## config.mk

```make
export PLATFORM = sky130hd
export DESIGN_NAME = ps2_key_encoder
export DESIGN_NICKNAME = d
export VERILOG_FILES = /design/src/rtl/ps2_key_encoder.sv
export SDC_FILE = /design/constraint.sdc
export NUM_CORES = 1
export LEC_CHECK = 0
export BUFFER_PORTS_ARGS = -buffer_cell sky130_fd_sc_hd__buf_2
export CORE_MARGIN = 3
export CORE_UTILIZATION = 55
export CTS_CLUSTER_SIZE = 10
export DETAILED_ROUTE_END_ITERATION = 7
export PLACE_DENSITY = 0.84
export SETUP_SLACK_MARGIN = 0.15
export SKIP_CTS_REPAIR_TIMING = 1
export SYNTH_ARGS = -nofsm -noshare
export SYNTH_HDL_FRONTEND = slang
export SYNTH_SLANG_ARGS = --single-unit
```

## constraint.sdc

```tcl
create_clock -name clk_sys -period 4.8 [get_ports clk_sys]
set_input_delay 0.96 -clock clk_sys [delete_from_list [all_inputs] [get_ports clk_sys]]
set_output_delay 0.96 -clock clk_sys [all_outputs]
set_load 0.01 [all_outputs]
```

## src/rtl/ps2_key_encoder.sv

```systemverilog
// PS/2 keyboard receiver: conditions the raw clock/data pair, deframes 11-bit frames
// and folds scancode set 2 prefixes into {toggle, pressed, extended, code}. Macro: PS2KEY_PARITY_CHECK_EN.
module ps2_key_encoder #(
    parameter int FILTER_LEN = 8,
    parameter int TIMEOUT    = 24000
) (
    input  logic        clk_sys,
    input  logic        RESET_N,
    input  logic        ps2_clk_in,
    input  logic        ps2_dat_in,
    output logic [10:0] ps2_key,
    output logic        frame_err,
    output logic        busy
);

    localparam int FW = (FILTER_LEN > 1) ? $clog2(FILTER_LEN) : 1;
    localparam int TW = $clog2(TIMEOUT + 1);
    localparam logic [FW-1:0] FILT_MAX = FW'(FILTER_LEN - 1);
    localparam logic [FW-1:0] FILT_ONE = FW'(1);
    localparam logic [TW-1:0] TO_MAX   = TW'(TIMEOUT - 1);
    localparam logic [TW-1:0] TO_ONE   = TW'(1);

`ifdef PS2KEY_PARITY_CHECK_EN
    // Odd parity over the data byte plus the parity bit.
    function automatic logic odd_parity_ok(input logic [7:0] data, input logic par);
        odd_parity_ok = ^{data, par};
    endfunction
`endif

    logic          clk_meta_r, clk_sync_r, dat_meta_r, dat_sync_r;
    logic          fclk_r;
    logic [FW-1:0] filt_cnt_r;
    logic          strobe_s;

    logic [3:0]    bit_cnt_r, bit_cnt_nxt_s;
    logic [TW-1:0] to_cnt_r, to_cnt_nxt_s;
    logic [7:0]    shift_r, shift_nxt_s;
    logic          expire_s, err_nxt_s, byte_valid_s, frame_ok_s;
`ifdef PS2KEY_PARITY_CHECK_EN
    logic          par_r, par_nxt_s;
`endif

    logic [10:0]   key_r;
    logic          frame_err_r, busy_r;
    logic          ext_r, brk_r;
    logic [2:0]    skip_r;

    // Synchronizers and clock stability filter; fclk idles high.
    always_ff @(posedge clk_sys) begin
        if (!RESET_N) begin
            clk_meta_r <= 1'b1;
            clk_sync_r <= 1'b1;
            dat_meta_r <= 1'b1;
            dat_sync_r <= 1'b1;
            fclk_r     <= 1'b1;
            filt_cnt_r <= {FW{1'b0}};
        end else begin
            clk_meta_r <= ps2_clk_in;
            clk_sync_r <= clk_meta_r;
            dat_meta_r <= ps2_dat_in;
            dat_sync_r <= dat_meta_r;
            if (clk_sync_r == fclk_r) begin
                filt_cnt_r <= {FW{1'b0}};
            end else if (filt_cnt_r == FILT_MAX) begin
                fclk_r     <= clk_sync_r;
                filt_cnt_r <= {FW{1'b0}};
            end else begin
                filt_cnt_r <= filt_cnt_r + FILT_ONE;
            end
        end
    end

    // Sample strobe fires on the cycle the filtered clock falls.
    always_comb begin
        strobe_s = fclk_r && !clk_sync_r && (filt_cnt_r == FILT_MAX);
    end

    // Stop bit (and, when enabled, odd parity) validation of the completed frame.
    always_comb begin
`ifdef PS2KEY_PARITY_CHECK_EN
        frame_ok_s = dat_sync_r && odd_parity_ok(shift_r, par_r);
`else
        frame_ok_s = dat_sync_r;
`endif
    end

    // Deframer next state; timeout expiry takes priority over a coincident strobe.
    always_comb begin
        bit_cnt_nxt_s = bit_cnt_r;
        to_cnt_nxt_s  = to_cnt_r;
        shift_nxt_s   = shift_r;
`ifdef PS2KEY_PARITY_CHECK_EN
        par_nxt_s     = par_r;
`endif
        err_nxt_s     = 1'b0;
        byte_valid_s  = 1'b0;
        expire_s      = (bit_cnt_r != 4'd0) && (to_cnt_r == TO_MAX);
        if (expire_s) begin
            bit_cnt_nxt_s = 4'd0;
            to_cnt_nxt_s  = {TW{1'b0}};
            err_nxt_s     = 1'b1;
        end else if (strobe_s) begin
            to_cnt_nxt_s = {TW{1'b0}};
            case (bit_cnt_r)
                4'd0: begin
                    if (!dat_sync_r) begin
                        bit_cnt_nxt_s = 4'd1;
                    end else begin
                        bit_cnt_nxt_s = 4'd0;
                    end
                end
                4'd1, 4'd2, 4'd3, 4'd4, 4'd5, 4'd6, 4'd7, 4'd8: begin
                    shift_nxt_s   = {dat_sync_r, shift_r[7:1]};
                    bit_cnt_nxt_s = bit_cnt_r + 4'd1;
                end
                4'd9: begin
`ifdef PS2KEY_PARITY_CHECK_EN
                    par_nxt_s     = dat_sync_r;
`endif
                    bit_cnt_nxt_s = 4'd10;
                end
                4'd10: begin
                    bit_cnt_nxt_s = 4'd0;
                    if (frame_ok_s) begin
                        byte_valid_s = 1'b1;
                    end else begin
                        err_nxt_s = 1'b1;
                    end
                end
                default: begin
                    bit_cnt_nxt_s = 4'd0;
                end
            endcase
        end else if (bit_cnt_r != 4'd0) begin
            to_cnt_nxt_s = to_cnt_r + TO_ONE;
        end else begin
            to_cnt_nxt_s = {TW{1'b0}};
        end
    end

    // Deframer state, registered status outputs and the prefix decoder.
    always_ff @(posedge clk_sys) begin
        if (!RESET_N) begin
            bit_cnt_r   <= 4'd0;
            to_cnt_r    <= {TW{1'b0}};
            shift_r     <= 8'h00;
`ifdef PS2KEY_PARITY_CHECK_EN
            par_r       <= 1'b0;
`endif
            frame_err_r <= 1'b0;
            busy_r      <= 1'b0;
            key_r       <= 11'h000;
            ext_r       <= 1'b0;
            brk_r       <= 1'b0;
            skip_r      <= 3'd0;
        end else begin
            bit_cnt_r   <= bit_cnt_nxt_s;
            to_cnt_r    <= to_cnt_nxt_s;
            shift_r     <= shift_nxt_s;
`ifdef PS2KEY_PARITY_CHECK_EN
            par_r       <= par_nxt_s;
`endif
            frame_err_r <= err_nxt_s;
            busy_r      <= (bit_cnt_nxt_s != 4'd0);
            if (byte_valid_s) begin
                if (skip_r != 3'd0) begin
                    skip_r <= skip_r - 3'd1;
                end else begin
                    case (shift_r)
                        8'hE0: ext_r <= 1'b1;
                        8'hF0: brk_r <= 1'b1;
                        // Pause: swallow the remaining 7 bytes of the sequence.
                        8'hE1: begin
                            skip_r <= 3'd7;
                            ext_r  <= 1'b0;
                            brk_r  <= 1'b0;
                        end
                        8'h00, 8'hAA, 8'hEE, 8'hFA, 8'hFC, 8'hFD, 8'hFE, 8'hFF: begin
                            ext_r <= 1'b0;
                            brk_r <= 1'b0;
                        end
                        default: begin
                            key_r <= {~key_r[10], ~brk_r, ext_r, shift_r};
                            ext_r <= 1'b0;
                            brk_r <= 1'b0;
                        end
                    endcase
                end
            end
        end
    end

    assign ps2_key   = key_r;
    assign frame_err = frame_err_r;
    assign busy      = busy_r;

endmodule

```

==> results of run 1 <==
## cells in the final DEF (no fill, tap or decap), types with 2 or more instances in the layout
| cell | count |
|---|---|
| sky130_fd_sc_hd__xnor2_1 | 4 |
| sky130_fd_sc_hd__nor4_1 | 5 |
| sky130_fd_sc_hd__nor3_1 | 5 |
| sky130_fd_sc_hd__a31oi_1 | 3 |
| sky130_fd_sc_hd__nand2b_1 | 7 |
| sky130_fd_sc_hd__a211oi_1 | 2 |
| sky130_fd_sc_hd__nor2_1 | 32 |
| sky130_fd_sc_hd__a21oi_1 | 5 |
| sky130_fd_sc_hd__nand3_1 | 9 |
| sky130_fd_sc_hd__o21ai_0 | 3 |
| sky130_fd_sc_hd__nor2b_1 | 2 |
| sky130_fd_sc_hd__inv_1 | 12 |
| sky130_fd_sc_hd__nand2_1 | 31 |
| sky130_fd_sc_hd__ha_1 | 10 |
| sky130_fd_sc_hd__and2_1 | 6 |
| sky130_fd_sc_hd__and3_1 | 3 |
| sky130_fd_sc_hd__xor2_1 | 9 |
| sky130_fd_sc_hd__nand4_1 | 5 |
| sky130_fd_sc_hd__buf_2 | 16 |
| sky130_fd_sc_hd__dfxtp_1 | 53 |
| sky130_fd_sc_hd__clkbuf_8 | 6 |
| sky130_fd_sc_hd__mux2i_1 | 19 |
## kinds of logic after synthesis
family | after synthesis | synth area share [%]
DFF | 53 | 45.6
muxes | 19 | 8.18
AOI/OAI and AO/OA | 23 | 6.67
and+or+nand+nor | 116 | 25.8
xor gates and xnor gates | 13 | 4.90
buffers and inverters | 19 | 3.44
adders and majority gates | 10 | 5.38
## layout make-up
class | instances | area share (%)
Tap cell | 50 | 2.47
Inverter | 12 | 1.78
Clock buffer | 6 | 3.26
Timing Repair Buffer | 16 | 3.16
Clock inverter | 2 | 0.642
Sequential cell | 53 | 41.9
Multi-Input combinational cell | 181 | 46.8
## flip-flops by register name, summed over array words and instances, names as in the netlist
register	flops
to_cnt_r	15
ps2_key	11
shift_r	8
bit_cnt_r	4
filt_cnt_r	3
skip_r	3
brk_r	1
busy	1
clk_meta_r	1
clk_sync_r	1
dat_meta_r	1
dat_sync_r	1
ext_r	1
fclk_r	1
frame_err	1
## synth_stat cells, types with 2 or more instances
cell	n	area (µm²)
sky130_fd_sc_hd__a211oi_1	2	15.0
sky130_fd_sc_hd__mux2i_1	19	190
sky130_fd_sc_hd__xor2_1	9	78.8
sky130_fd_sc_hd__nor2b_1	2	12.5
sky130_fd_sc_hd__clkbuf_1	4	15.0
sky130_fd_sc_hd__nor4_1	5	31.3
sky130_fd_sc_hd__nor3_1	5	25.0
sky130_fd_sc_hd__nand4_1	5	31.3
sky130_fd_sc_hd__and3_1	3	18.8
sky130_fd_sc_hd__o21ai_0	3	15.0
sky130_fd_sc_hd__nand2_1	31	116
sky130_fd_sc_hd__dfxtp_1	53	1060
sky130_fd_sc_hd__nor2_1	32	120
sky130_fd_sc_hd__a21oi_1	5	25.0
sky130_fd_sc_hd__a31oi_1	3	18.8
sky130_fd_sc_hd__nand3_1	9	45.0
sky130_fd_sc_hd__ha_1	10	125
sky130_fd_sc_hd__inv_1	12	45.0
sky130_fd_sc_hd__xnor2_1	4	35.0
sky130_fd_sc_hd__and2_1	6	37.5
sky130_fd_sc_hd__nand2b_1	7	43.8
## critical path: cells and delay by family (launching register included)
kind                       cells  cell delay, ns
AOI/OAI and AO/OA              2            0.88
adders and majority gates      1            0.30
buffers and inverters          1            0.09
DFF                            1            0.44
muxes                          1            0.23
and+or+nand+nor                2            0.29
## metal layers
layer,vias to the layer above,share of wire (%),global-route usage [%]
met2,25,47,27.9
met1,823,48,21.6
met4,0,1.2,6.26
met3,5,3.6,3.41
li1,905,-,-
met5,-,0,0
## how the worst min path moves through the flow
| stage | startpoint | endpoint | slack [ns] | cells after the start |
|---|---|---|---|---|
| finish | clk_meta_r$_SDFF_PN1_ | clk_sync_r$_SDFF_PN1_ | 0.42 | 1 |
| global route | dat_meta_r$_SDFF_PN1_ | dat_sync_r$_SDFF_PN1_ | 0.45 | 1 |
| CTS | dat_meta_r$_SDFF_PN1_ | dat_sync_r$_SDFF_PN1_ | 0.43 | 1 |
| detailed placement | clk_meta_r$_SDFF_PN1_ | clk_sync_r$_SDFF_PN1_ | 0.40 | 1 |
| global placement | clk_meta_r$_SDFF_PN1_ | clk_sync_r$_SDFF_PN1_ | 0.39 | 1 |
| floorplan | clk_meta_r$_SDFF_PN1_ | clk_sync_r$_SDFF_PN1_ | 0.39 | 1 |
## where the power goes
group	internal [mW]	switching, mW
logic	0.00321	0.00688
registers	0.441	0.000691
clock network	0.119	0.146
## metrics by stage
stage | hold WS (ns) | area (µm²) | instances
finish | 0.420 | 2530 | 320
CTS | 0.428 | 2530 | 320
global route | 0.449 | 2530 | 320
detailed placement | 0.402 | 2430 | 312
floorplan | 0.386 | 2330 | 253
global placement | 0.392 | 2430 | 312
==> results.md, run 1 <==
- The run finished with clean final reports.
- The initial antenna violation count is 0.
- At the end of the flow, the number of nets in the layout was 283.
- The global-route wire length before repair is 6930 µm.
- The overall die width is 71.0 µm.
- The synthesized design contains 53 register bits.
- In this run the standard cell core region covers 4030 µm².
- The slowest stage of the critical path belongs to the cell sky130_fd_sc_hd__a2111oi_0.
- Registers take 1060 µm².
- The number of nets produced by synthesis is 267.
- The transition time at the pin with the least slew margin is 0.593 ns.
- Setup total negative slack on the finished layout was measured at 0 ns.
- In this run, the number of DRC markers left after iteration 0 of detailed routing was 91.
- The largest clock skew in the final design is 0.00579 ns.
- Counting I/O delays and the setup requirement, the final critical path takes 2.31 ns.
- Relative to the synthesized area, the layout overhead comes to 8.88%.
- Before antenna repair, the detailed router went through 4 iterations.
- The repair_antennas step left the layout with diodes totalling 0.
- In the final layout, the share of cells above drive strength 1 is 11.1%.
- The critical-path maximum fanout is 8.
- Port buffering added 16 buffers.
- During synthesis, Yosys emitted a total of 0 warnings.
- After synthesis, the netlist uses 45 different library cells.
- The commonest register cell after synthesis is sky130_fd_sc_hd__dfxtp_1.
- The number of sinks handled by clock tree synthesis is 53.
- The clock latency on the worst-skew pair is 0.30 ns.
- In this run the number of H-tree levels came out at 2.
- The number of filler instances in the final layout is 330.
- The capturing element of the worst setup path is shift_r[6]$_SDFFE_PN0P_.
- The die covers 5050 µm².
- Dividing the detail-routed wire length by the instance count gives 12.3 µm.
- In this run the core area contains 23 standard-cell rows.
- Cells fill 62.9% of the core in the end.
- The clock root buffer master is sky130_fd_sc_hd__clkbuf_8.
- The final layout contains routed wiring with a total length of 3930 µm.
- Summing internal, switching and leakage power gives 0.717 mW.
- The total count of hold-check failures in the final report is 0.
- Entering global routing, the biggest net connects 32 pins.
- Setup repair after global routing left no endpoint under its margin.
- After detailed routing, the number of vias per cell comes to 5.49.
- The number of cells on the worst reg-to-reg path is 7.
- The setup path with the least slack is of type reg2reg.
- The startpoint identified for the worst register-to-register timing path is bit_cnt_r[0]$_SDFF_PN0_.
- The endpoint required time on the critical path is 5.03 ns.
- The number of global-route vias before repair is 1,631.
- The worst register-to-register path ends at shift_r[6]$_SDFFE_PN0P_.
- The final route contains 1,758 vias.
- Setup violations remaining at the end of the flow were counted as 0.
- The worst path meets setup with 2.49 ns of slack.
- 17 I/O pins were placed.
- Of the synthesized area, sequential elements account for 45.6%.
- The startpoint of the most critical setup path is bit_cnt_r[0]$_SDFF_PN0_.
- For this run the aggregate overflow at the end of global routing stands at 0.
- The leakage power of the design is 1.02 nW.
- In this run the power density over the cells is 283 nW/µm².
- The wire-length estimate of the detail-placed layout is 2790 µm.
- The critical path arrival is 2.54 ns.
- Measured along the y axis, the die boundary spans 71.0 µm.
- In this run the cell area of the synthesized design comes to 2330 µm².
- After detailed routing, the number of remaining DRC violations is 0.
- The fraction of registers with async set/reset is 0%.
- STA classifies the critical path endpoint as a flip-flop.
- The clock buffer count from CTS is 5.
- The multi-input logic area is 1180 µm².
- The mean cell area of the mapped netlist is 9.19 µm².
- Before CTS, the worst setup slack after placement is 2.40 ns.
- The worst path uses 48.1% of the clock period.
- VDD sags by at most 0.180 mV.
- The weighted congestion reported at the end of routability-driven placement is 0.863.
- The number of antenna-violating nets in the routed design is 0.
- The clock transition at the registers of the reported paths is 0.09 ns.
- Counting flops with a built-in enable in the synthesized netlist gives 0.
- The worst min-delay path class is reg2reg.
- The global-route usage over all layers is 16.8%.
- Derived from the worst setup path, the maximum achievable clock frequency is 0.433 GHz.
- The maximum number of buffers from clock root to sink is 2.
- The final number of max-transition violations is 0.
- The worst setup path is launched from a flip-flop.
- The number of violations of the max-capacitance limit is 0.
- The worst pin sits at a relative slew slack of 59.4%.
- Traced cell by cell, the critical path runs through inv_1 > ha_1 > a2111oi_0 > a2bb2oi_1 > nor2_1 > nand2_2 > mux2i_1.
- TritonCTS built the clock tree.
- In this design, the stage delay of the slowest critical-path cell is 0.61 ns.
- The setup check on the worst reg-to-reg path leaves a slack of 2.49 ns.
- The initial core utilization is 57.7%.
- Counting every instance in the synthesized netlist gives 253.
Note: power is estimated with default switching activity, not from simulation.
==> inputs of run 2 (changes only) <==
--- a/config.mk
+++ b/config.mk
@@ -5,12 +5,13 @@
 export SDC_FILE = /design/constraint.sdc
 export NUM_CORES = 1
 export LEC_CHECK = 0
+export ABC_AREA = 1
 export BUFFER_PORTS_ARGS = -buffer_cell sky130_fd_sc_hd__buf_2
 export CORE_MARGIN = 3
-export CORE_UTILIZATION = 55
+export CORE_UTILIZATION = 54
 export CTS_CLUSTER_SIZE = 10
 export DETAILED_ROUTE_END_ITERATION = 7
-export PLACE_DENSITY = 0.84
+export PLACE_DENSITY = 0.85
 export SETUP_SLACK_MARGIN = 0.15
 export SKIP_CTS_REPAIR_TIMING = 1
 export SYNTH_ARGS = -nofsm -noshare
==> constraint.sdc (replaced) <==
create_clock -name clk_sys -period 1.9 [get_ports clk_sys]
set_input_delay 0.38 -clock clk_sys [delete_from_list [all_inputs] [get_ports clk_sys]]
set_output_delay 0.38 -clock clk_sys [all_outputs]
set_load 0.01 [all_outputs]
==> results.md, run 2 <==
- The setup slack after placement is 0.127 ns (-2.27 ns).
- The placeable core area is 4500 µm² (+12%).
- The clock share of power is 38.4% (+1.5 points).
- The number of violations of the max-capacitance limit is 0 (unchanged).
- The library cells used most frequently in the layout, excluding fill and tap cells, are 62 x sky130_fd_sc_hd__nand2_1, 51 x sky130_fd_sc_hd__dfxtp_1, 34 x sky130_fd_sc_hd__nor2_1.
- The clock transition at the registers of the reported paths is 0.09 ns (about the same).
- The number of cells on the worst hold path was 2 (+1).
- The die area is 5680 µm² (+13%).
- The critical path arrival is 1.82 ns (-0.72 ns).
- The fraction of registers with async set/reset came to 0% (unchanged).
- The via count of the routed design came to 2,141 (+22%).
- The first-pass detailed-route iteration total is 4 (unchanged).
- The register with the most flip-flops is to_cnt_r.
- The cell count after placement is 404 (+29%).
- Setup repair after global routing could not meet its margin everywhere.
- The worst slew margin relative to its limit came to 80.4% (+21 points).
- The tree is rooted in a sky130_fd_sc_hd__clkbuf_8.
- The net switching power is 0.361 mW (+140%).
- The count of buffers from port buffering is 16 (unchanged).
- The share of the clock period used by the worst path after layout was 86.0% (+38 points).
- The startpoint of the most critical register-to-register path is bit_cnt_r[0]$_SDFF_PN0_.
- The count of standard-cell rows is 24 (+4.3%).
- The worst setup path is captured at a flip-flop.
- The largest clock skew in the final design was 0.00698 ns (+0.00119 ns).
- The mean cell area of the mapped netlist is 7.62 µm² (-17%).
- The clock latency on the worst-skew pair is 0.30 ns (about the same).
- The startpoint identified for the worst hold timing path is ps2_dat_in.
- The shortest clock period the worst path allows after layout came to 1.63 ns (-0.675 ns).
- The top cell type by total area after synthesis is sky130_fd_sc_hd__dfxtp_1.
- The violation count after the first detailed-routing iteration is 128 (+41%).
- The combinational share of power is 2.0% (+0.6 points).
- The sequential-to-total area share from yosys stat is 40.8% (-4.8 points).
- The overall die width is 75.4 µm (+6.1%).
- The register bit total from synthesis is 53 (unchanged).
- The number of sinks handled by clock tree synthesis is 53 (unchanged).
- The worst min-delay path class is in2reg.
- The maximum number of buffers from clock root to sink is 2 (unchanged).
- The ratio of cells with drive above 1 in the final layout is 24.2% (+13 points).
- The routed wire length is 4610 µm (+17%).
- The pin count of the biggest net entering global routing was 23 (-28%).
- The via count normalized by instance count is 5.20 (-5.4%).
- The transition time at the pin with the least slew margin is 0.290 ns (-0.304 ns).
- The final hold slack is 0.263 ns (-0.157 ns).
- The number of diodes came to 0 (unchanged).
- The number of antenna-violating nets in the routed design came to 0 (unchanged).
- The height of the die is 75.4 µm (+6.1%).
- The leakage power of the design came to 1.16 nW (+14%).
- The non-filler instance count after layout is 412 (+29%).
- The number of top-level pins was 17 (unchanged).
- In the synthesized netlist, the cells that appear most often are 63 x sky130_fd_sc_hd__nand2_1, 53 x sky130_fd_sc_hd__dfxtp_1, 34 x sky130_fd_sc_hd__nor2_1.
- The number of design rule violations left after detail routing is 0 (unchanged).
- The aggregate global routing overflow is 0 (unchanged).
- The power per cell area is 651 nW/µm² (+130%).
- In the post-synthesis netlist, the cell with the most instances is sky130_fd_sc_hd__nand2_1.
- The nature of the critical path startpoint is a flip-flop.
- The worst vdd rail ir drop was 0.287 mV (+59%).
- The maximum clock frequency is 0.612 GHz (+41%).
- The critical-path maximum fanout is 16 (+8).
- The number of instances in the synthesized netlist was 341 (+35%).
- The layout net count came to 374 (+32%).
- The switching share of power was 19.3% (-2.1 points).
- The area of the mapped netlist came to 2600 µm² (+12%).
- The clock buffer count from CTS was 5 (unchanged).
- The number of enable-type register cells in the synthesized netlist is 0 (unchanged).
- The number of flip-flops in the largest register was 15 (unchanged).
- The post-route setup TNS is 0 ns (unchanged).
- The total count of hold-check failures in the final report was 0 (unchanged).
- The global-route usage over all layers came to 18.3% (+1.5 points).
- The setup slack of the most critical reg-to-reg path was 0.27 ns (-2.22 ns).
- The run finished with clean final reports.
- The global-route wire length before repair is 8220 µm (+19%).
- TritonCTS built the clock tree.
- The sequential power share was 59.6% (-2.1 points).
- The final number of max-transition violations is 0 (unchanged).
- The count of distinct cell types in the synthesized netlist is 33 (-27%).
- The number of nets produced by synthesis came to 355 (+33%).
- The HPWL after detailed placement is 3310 µm (+19%).
- The endpoint required time on the critical path is 2.09 ns (-2.94 ns).
- The routed length per instance is 11.2 µm (-8.9%).
- The number of global-route vias before repair came to 1,940 (+19%).
- The library cell used most frequently in the layout, excluding fill and tap cells, is sky130_fd_sc_hd__nand2_1.
- The internal power was 1.51 mW (+170%).
- For hold timing, the worst endpoint is dat_meta_r$_SDFF_PN1_.
- The initial core utilization is 57.7% (-0.066 points).
- The total number of H-tree levels is 2 (unchanged).
- The finished layout cell area is 2870 µm² (+13%).
- The count of warnings emitted by yosys came to 0 (unchanged).
- The most used flip-flop cell after synthesis is sky130_fd_sc_hd__dfxtp_1.
- The cell area after placement is 2720 µm² (+12%).
- The proportion of netlist area held by the largest area contributor came to 40.8% (-4.8 points).
- The smallest setup slack after layout is 0.265 ns (-2.22 ns).
- The area growth from synthesis to layout is 10.6%.
- The initial antenna violation count is 0 (unchanged).
- The number of cells on the worst reg-to-reg path came to 7 (unchanged).
- The reg-to-reg critical path endpoint is shift_r[1]$_SDFFE_PN0P_.
- The weighted congestion reported at the end of routability-driven placement came to 0.916 (+6.2%).
- The count of endpoints failing setup in the final report came to 0 (unchanged).
- The startpoint-to-endpoint class of the critical path is reg2reg.
- Ranked by total cell area, the synthesized netlist is headed by sky130_fd_sc_hd__dfxtp_1 41%, sky130_fd_sc_hd__nand2_1 9.1%, sky130_fd_sc_hd__nor2_2 6.0%.
==> run 2: worst max-delay path, stage by stage (launching register included) <==
cell and delay, ns:
sky130_fd_sc_hd__dfxtp_2 0.35, sky130_fd_sc_hd__inv_1 0.10, sky130_fd_sc_hd__ha_1 0.20, sky130_fd_sc_hd__nand3_1 0.15, sky130_fd_sc_hd__nand3_4 0.18, sky130_fd_sc_hd__nand3_2 0.25, sky130_fd_sc_hd__o21ai_0 0.24, sky130_fd_sc_hd__a21oi_1 0.06
==> run 2: metal layers <==
| metal | share of wire (%) | vias to the layer above | track usage [%] |
|---|---|---|---|
| li1 | - | 1135 | - |
| met1 | 49 | 965 | 23.6 |
| met2 | 46 | 34 | 29.8 |
| met3 | 3.1 | 7 | 3.69 |
| met4 | 1.7 | 0 | 7.96 |
| met5 | 0 | - | 0 |
==> run 2: cell families (layout without fill, tap and decap cells) <==
group	Yosys count	in the layout	synth area share, %
xor+xnor	9	9	3.03
compound gates	31	31	6.21
buf+inv	45	64	7.37
simple gates	193	193	37.7
flops	53	53	40.8
fa+ha+maj	10	10	4.82
==> run 2: final cells by class <==
type	instances	area, µm²
Timing Repair Buffer	21	130
Clock inverter	2	35.0
Multi-Input combinational cell	243	1370
Inverter	36	143
Fill cell	384	1630
Clock buffer	5	68.8
Tap cell	52	65.1
Sequential cell	53	1070
==> run 2: power groups by stage <==
stage	registers [mW]	logic [mW]	clock network (mW)
after detailed placement	1.14	0.0366	0
after global placement	1.14	0.0357	0
after floorplan	1.14	0.0279	0
after global routing	1.11	0.0425	0.792
final	1.11	0.0376	0.718
after CTS	1.12	0.0367	0.741
==> run 2: through the flow <==
stage / power, mW / util, %
after floorplan: 1.17 / -
after global placement: 1.18 / 60.3
after detailed placement: 1.18 / 60.3
after CTS: 1.89 / 62.6
after global routing: 1.95 / 63.8
final: 1.87 / 63.8
==> run 2: how the worst max path moves through the flow <==
| stage | to | startpoint | cells past startpoint |
|---|---|---|---|
| floorplan | busy$_SDFF_PN0_ | filt_cnt_r[0]$_SDFF_PP0_ | 10 |
| global placement | busy$_SDFF_PN0_ | filt_cnt_r[0]$_SDFF_PP0_ | 10 |
| detailed placement | busy$_SDFF_PN0_ | filt_cnt_r[0]$_SDFF_PP0_ | 10 |
| CTS | busy$_SDFF_PN0_ | filt_cnt_r[0]$_SDFF_PP0_ | 10 |
| global route | shift_r[2]$_SDFFE_PN0P_ | bit_cnt_r[0]$_SDFF_PN0_ | 7 |
| finish | shift_r[1]$_SDFFE_PN0P_ | bit_cnt_r[0]$_SDFF_PN0_ | 7 |
==> inputs of run 3 (changes only) <==
--- a/config.mk
+++ b/config.mk
@@ -7,6 +7,7 @@
 export LEC_CHECK = 0
 export ABC_AREA = 1
 export BUFFER_PORTS_ARGS = -buffer_cell sky130_fd_sc_hd__buf_2
+export CORE_ASPECT_RATIO = 1.4
 export CORE_MARGIN = 3
 export CORE_UTILIZATION = 54
 export CTS_CLUSTER_SIZE = 10
==> results.md, run 3 (same netlist as run 2, synthesis figures left out) <==
- The flow ran to the end, and the final reports show no timing, DRC or antenna violations.
- The final cell utilization of the core is 64.2% (+0.40 points).
- The ratio of cells with drive above 1 in the final layout is 26.6% (+2.4 points).
- The share of the clock period used by the worst path after layout is 87.1% (+1.1 points).
- The height of the die is 88.1 µm (+17%).
- The clock buffer count from CTS was 5 (unchanged).
- The power per cell area is 616 nW/µm² (-5.3%).
- The via count normalized by instance count is 5.04 (-3.0%).
- The layout net count is 378 (+1.1%).
- The leakage power of the design was 1.16 nW (about the same).
- The internal power is 1.42 mW (-5.7%).
- The routed wire length is 4560 µm (-0.91%).
- The initial core utilization was 56.8% (-0.85 points).
- The setup slack of the most critical reg-to-reg path is 0.24 ns (-0.02 ns).
- The register with the most flip-flops is to_cnt_r.
- TritonCTS built the clock tree.
- STA classifies the critical path startpoint as a flip-flop.
- Leaving out fill and tap cells, the most frequent cell in the layout is sky130_fd_sc_hd__nand2_1.
- The number of violations of the max-capacitance limit came to 0 (unchanged).
- The via count of the routed design is 2,152 (+0.51%).
- The clock share of power was 36.2% (-2.2 points).
- The count of buffers from port buffering is 16 (unchanged).
- The count of standard-cell rows is 29 (+21%).
- The final number of max-transition violations was 0 (unchanged).
- The maximum clock frequency is 0.604 GHz (-1.3%).
- The worst slew margin relative to its limit came to 78.4% (-2.1 points).
- Setup repair after global routing left no endpoint under its margin.
- The critical-path maximum fanout came to 15 (-1).
- The number of top-level pins is 17 (unchanged).
- The power consumption is 1.81 mW (-3.3%).
- The count of endpoints failing setup in the final report is 0 (unchanged).
- The top routing layer in use is met4.
- The endpoint required time on the critical path was 2.13 ns (+0.04 ns).
- The pin count of the biggest net entering global routing came to 18 (-22%).
- The die area is 5690 µm² (+0.20%).
- The sequential power share is 61.7% (+2.1 points).
- The initial antenna violation count came to 0 (unchanged).
- The first-pass detailed-route iteration total is 4 (unchanged).
- The tree is rooted in a sky130_fd_sc_hd__clkbuf_8.
- The placeable core area came to 4570 µm² (+1.5%).
- The worst vdd rail ir drop is 0.689 mV (+140%).
- The clock latency on the worst-skew pair is 0.31 ns (about the same).
- Leaving out fill and tap cells, the most frequent cells in the layout are 60 x sky130_fd_sc_hd__nand2_1, 51 x sky130_fd_sc_hd__dfxtp_1, 34 x sky130_fd_sc_hd__nor2_1.
- The global-route wire length before repair came to 8460 µm (+2.9%).
- The setup slack after placement was 0.143 ns (+0.0154 ns).
- The worst setup path is captured at a flip-flop.
- The violation count after the first detailed-routing iteration is 83 (-35%).
- The worst hold path belongs to the class in2reg.
- The switching share of power is 21.3% (+2.0 points).
- The clock transition at the registers of the reported paths was 0.09 ns (about the same).
- The global-route usage over all layers is 18.6% (+0.29 points).
- The total count of hold-check failures in the final report is 0 (unchanged).
- The met2 routed wirelength is 2410 µm (+14%).
- The critical path arrival came to 1.89 ns (+0.07 ns).
- The number of flip-flops in the largest register is 15 (unchanged).
- The number of antenna-violating nets in the routed design is 0 (unchanged).
- The weighted congestion reported at the end of routability-driven placement was 0.871 (-5.0%).
- The largest clock skew in the final design is 0.0119 ns (+0.00496 ns).
- The area growth from synthesis to layout is 13.0%.
- The maximum number of buffers from clock root to sink is 2 (unchanged).
- The post-route setup TNS is 0 ns (unchanged).
- The number of design rule violations left after detail routing is 0 (unchanged).
- The combinational share of power is 2.1% (about the same).
- The HPWL after detailed placement is 3410 µm (+2.8%).
- The number of sinks handled by clock tree synthesis is 53 (unchanged).
- The aggregate global routing overflow is 0 (unchanged).
- The shortest clock period the worst path allows after layout was 1.66 ns (+0.0209 ns).
- The number of global-route vias before repair is 2,105 (+8.5%).
- The startpoint-to-endpoint class of the critical path is reg2reg.
- The routed length per instance is 10.7 µm (-4.4%).
- The overall die width was 64.6 µm (-14%).
- The number of diodes is 0 (unchanged).
- The routed length on met3 was 142 µm (-2.1%).
- The transition time at the pin with the least slew margin was 0.323 ns (+0.0329 ns).
- The smallest setup slack after layout came to 0.245 ns (-0.0209 ns).
- The wire length the detailed router placed on met1 is 1890 µm (-17%).
- The total number of H-tree levels is 2 (unchanged).
- The net switching power was 0.385 mW (+6.7%).
## run 3: cell count changes in the layout (fill, tap and decap cells not counted), moves of 2 or more
cell and change:
sky130_fd_sc_hd__buf_4 +3, sky130_fd_sc_hd__ha_1 -3, sky130_fd_sc_hd__ha_2 +3, sky130_fd_sc_hd__nand2_1 -2
## run 3: final timing paths
path,start,to,cells after the start
hold reg to reg,clk_meta_r$_SDFF_PN1_,clk_sync_r$_SDFF_PN1_,1
setup / recovery,bit_cnt_r[1]$_SDFF_PN0_,to_cnt_r[14]$_SDFF_PP0_,8
setup reg to reg,bit_cnt_r[1]$_SDFF_PN0_,to_cnt_r[14]$_SDFF_PP0_,8
hold / removal,ps2_dat_in,dat_meta_r$_SDFF_PN1_,2
## run 3: power groups by stage
stage	Sequential [mW]	Combinational [mW]	Clock (mW)
6_report	1.12	0.0378	0.655
5_1_grt	1.12	0.0443	0.713
4_1_cts	1.12	0.0375	0.679
3_5_place_dp	1.14	0.0373	0
3_3_place_gp	1.14	0.0364	0
2_1_floorplan	1.14	0.0279	0
## run 3: cell type report
class                      instances  area [µm²]
tap                               62        77.6
multi-input combinational        243        1390
inverter                          36         140
clock inverter                     2        13.8
clock buffer                       6        82.6
fill                             403        1640
sequential                        53        1060
timing repair buffer              25         173
## run 3: stage by stage
| stage | instance area [µm²] | std cells | hold WS (ns) |
|---|---|---|---|
| after floorplan | 2600 | 341 | 0.393 |
| after global placement | 2750 | 415 | 0.396 |
| after detailed placement | 2750 | 415 | 0.400 |
| after CTS | 2850 | 423 | 0.249 |
| after global routing | 2940 | 427 | 0.251 |
| final | 2940 | 427 | 0.255 |
## run 3: worst max-delay path, stage by stage, from the launching register on
cell	delay, ns
sky130_fd_sc_hd__dfxtp_2	0.36
sky130_fd_sc_hd__inv_1	0.09
sky130_fd_sc_hd__ha_1	0.19
sky130_fd_sc_hd__nand3_1	0.16
sky130_fd_sc_hd__nand3_4	0.18
sky130_fd_sc_hd__buf_4	0.13
sky130_fd_sc_hd__nand4_1	0.14
sky130_fd_sc_hd__buf_12	0.20
sky130_fd_sc_hd__nor3_1	0.14
## run 3: layer usage
metal,up-vias,track usage [%]
met3,10,3.47
li1,1145,-
met4,0,10.0
met2,33,35.3
met1,964,19.1
met5,-,0
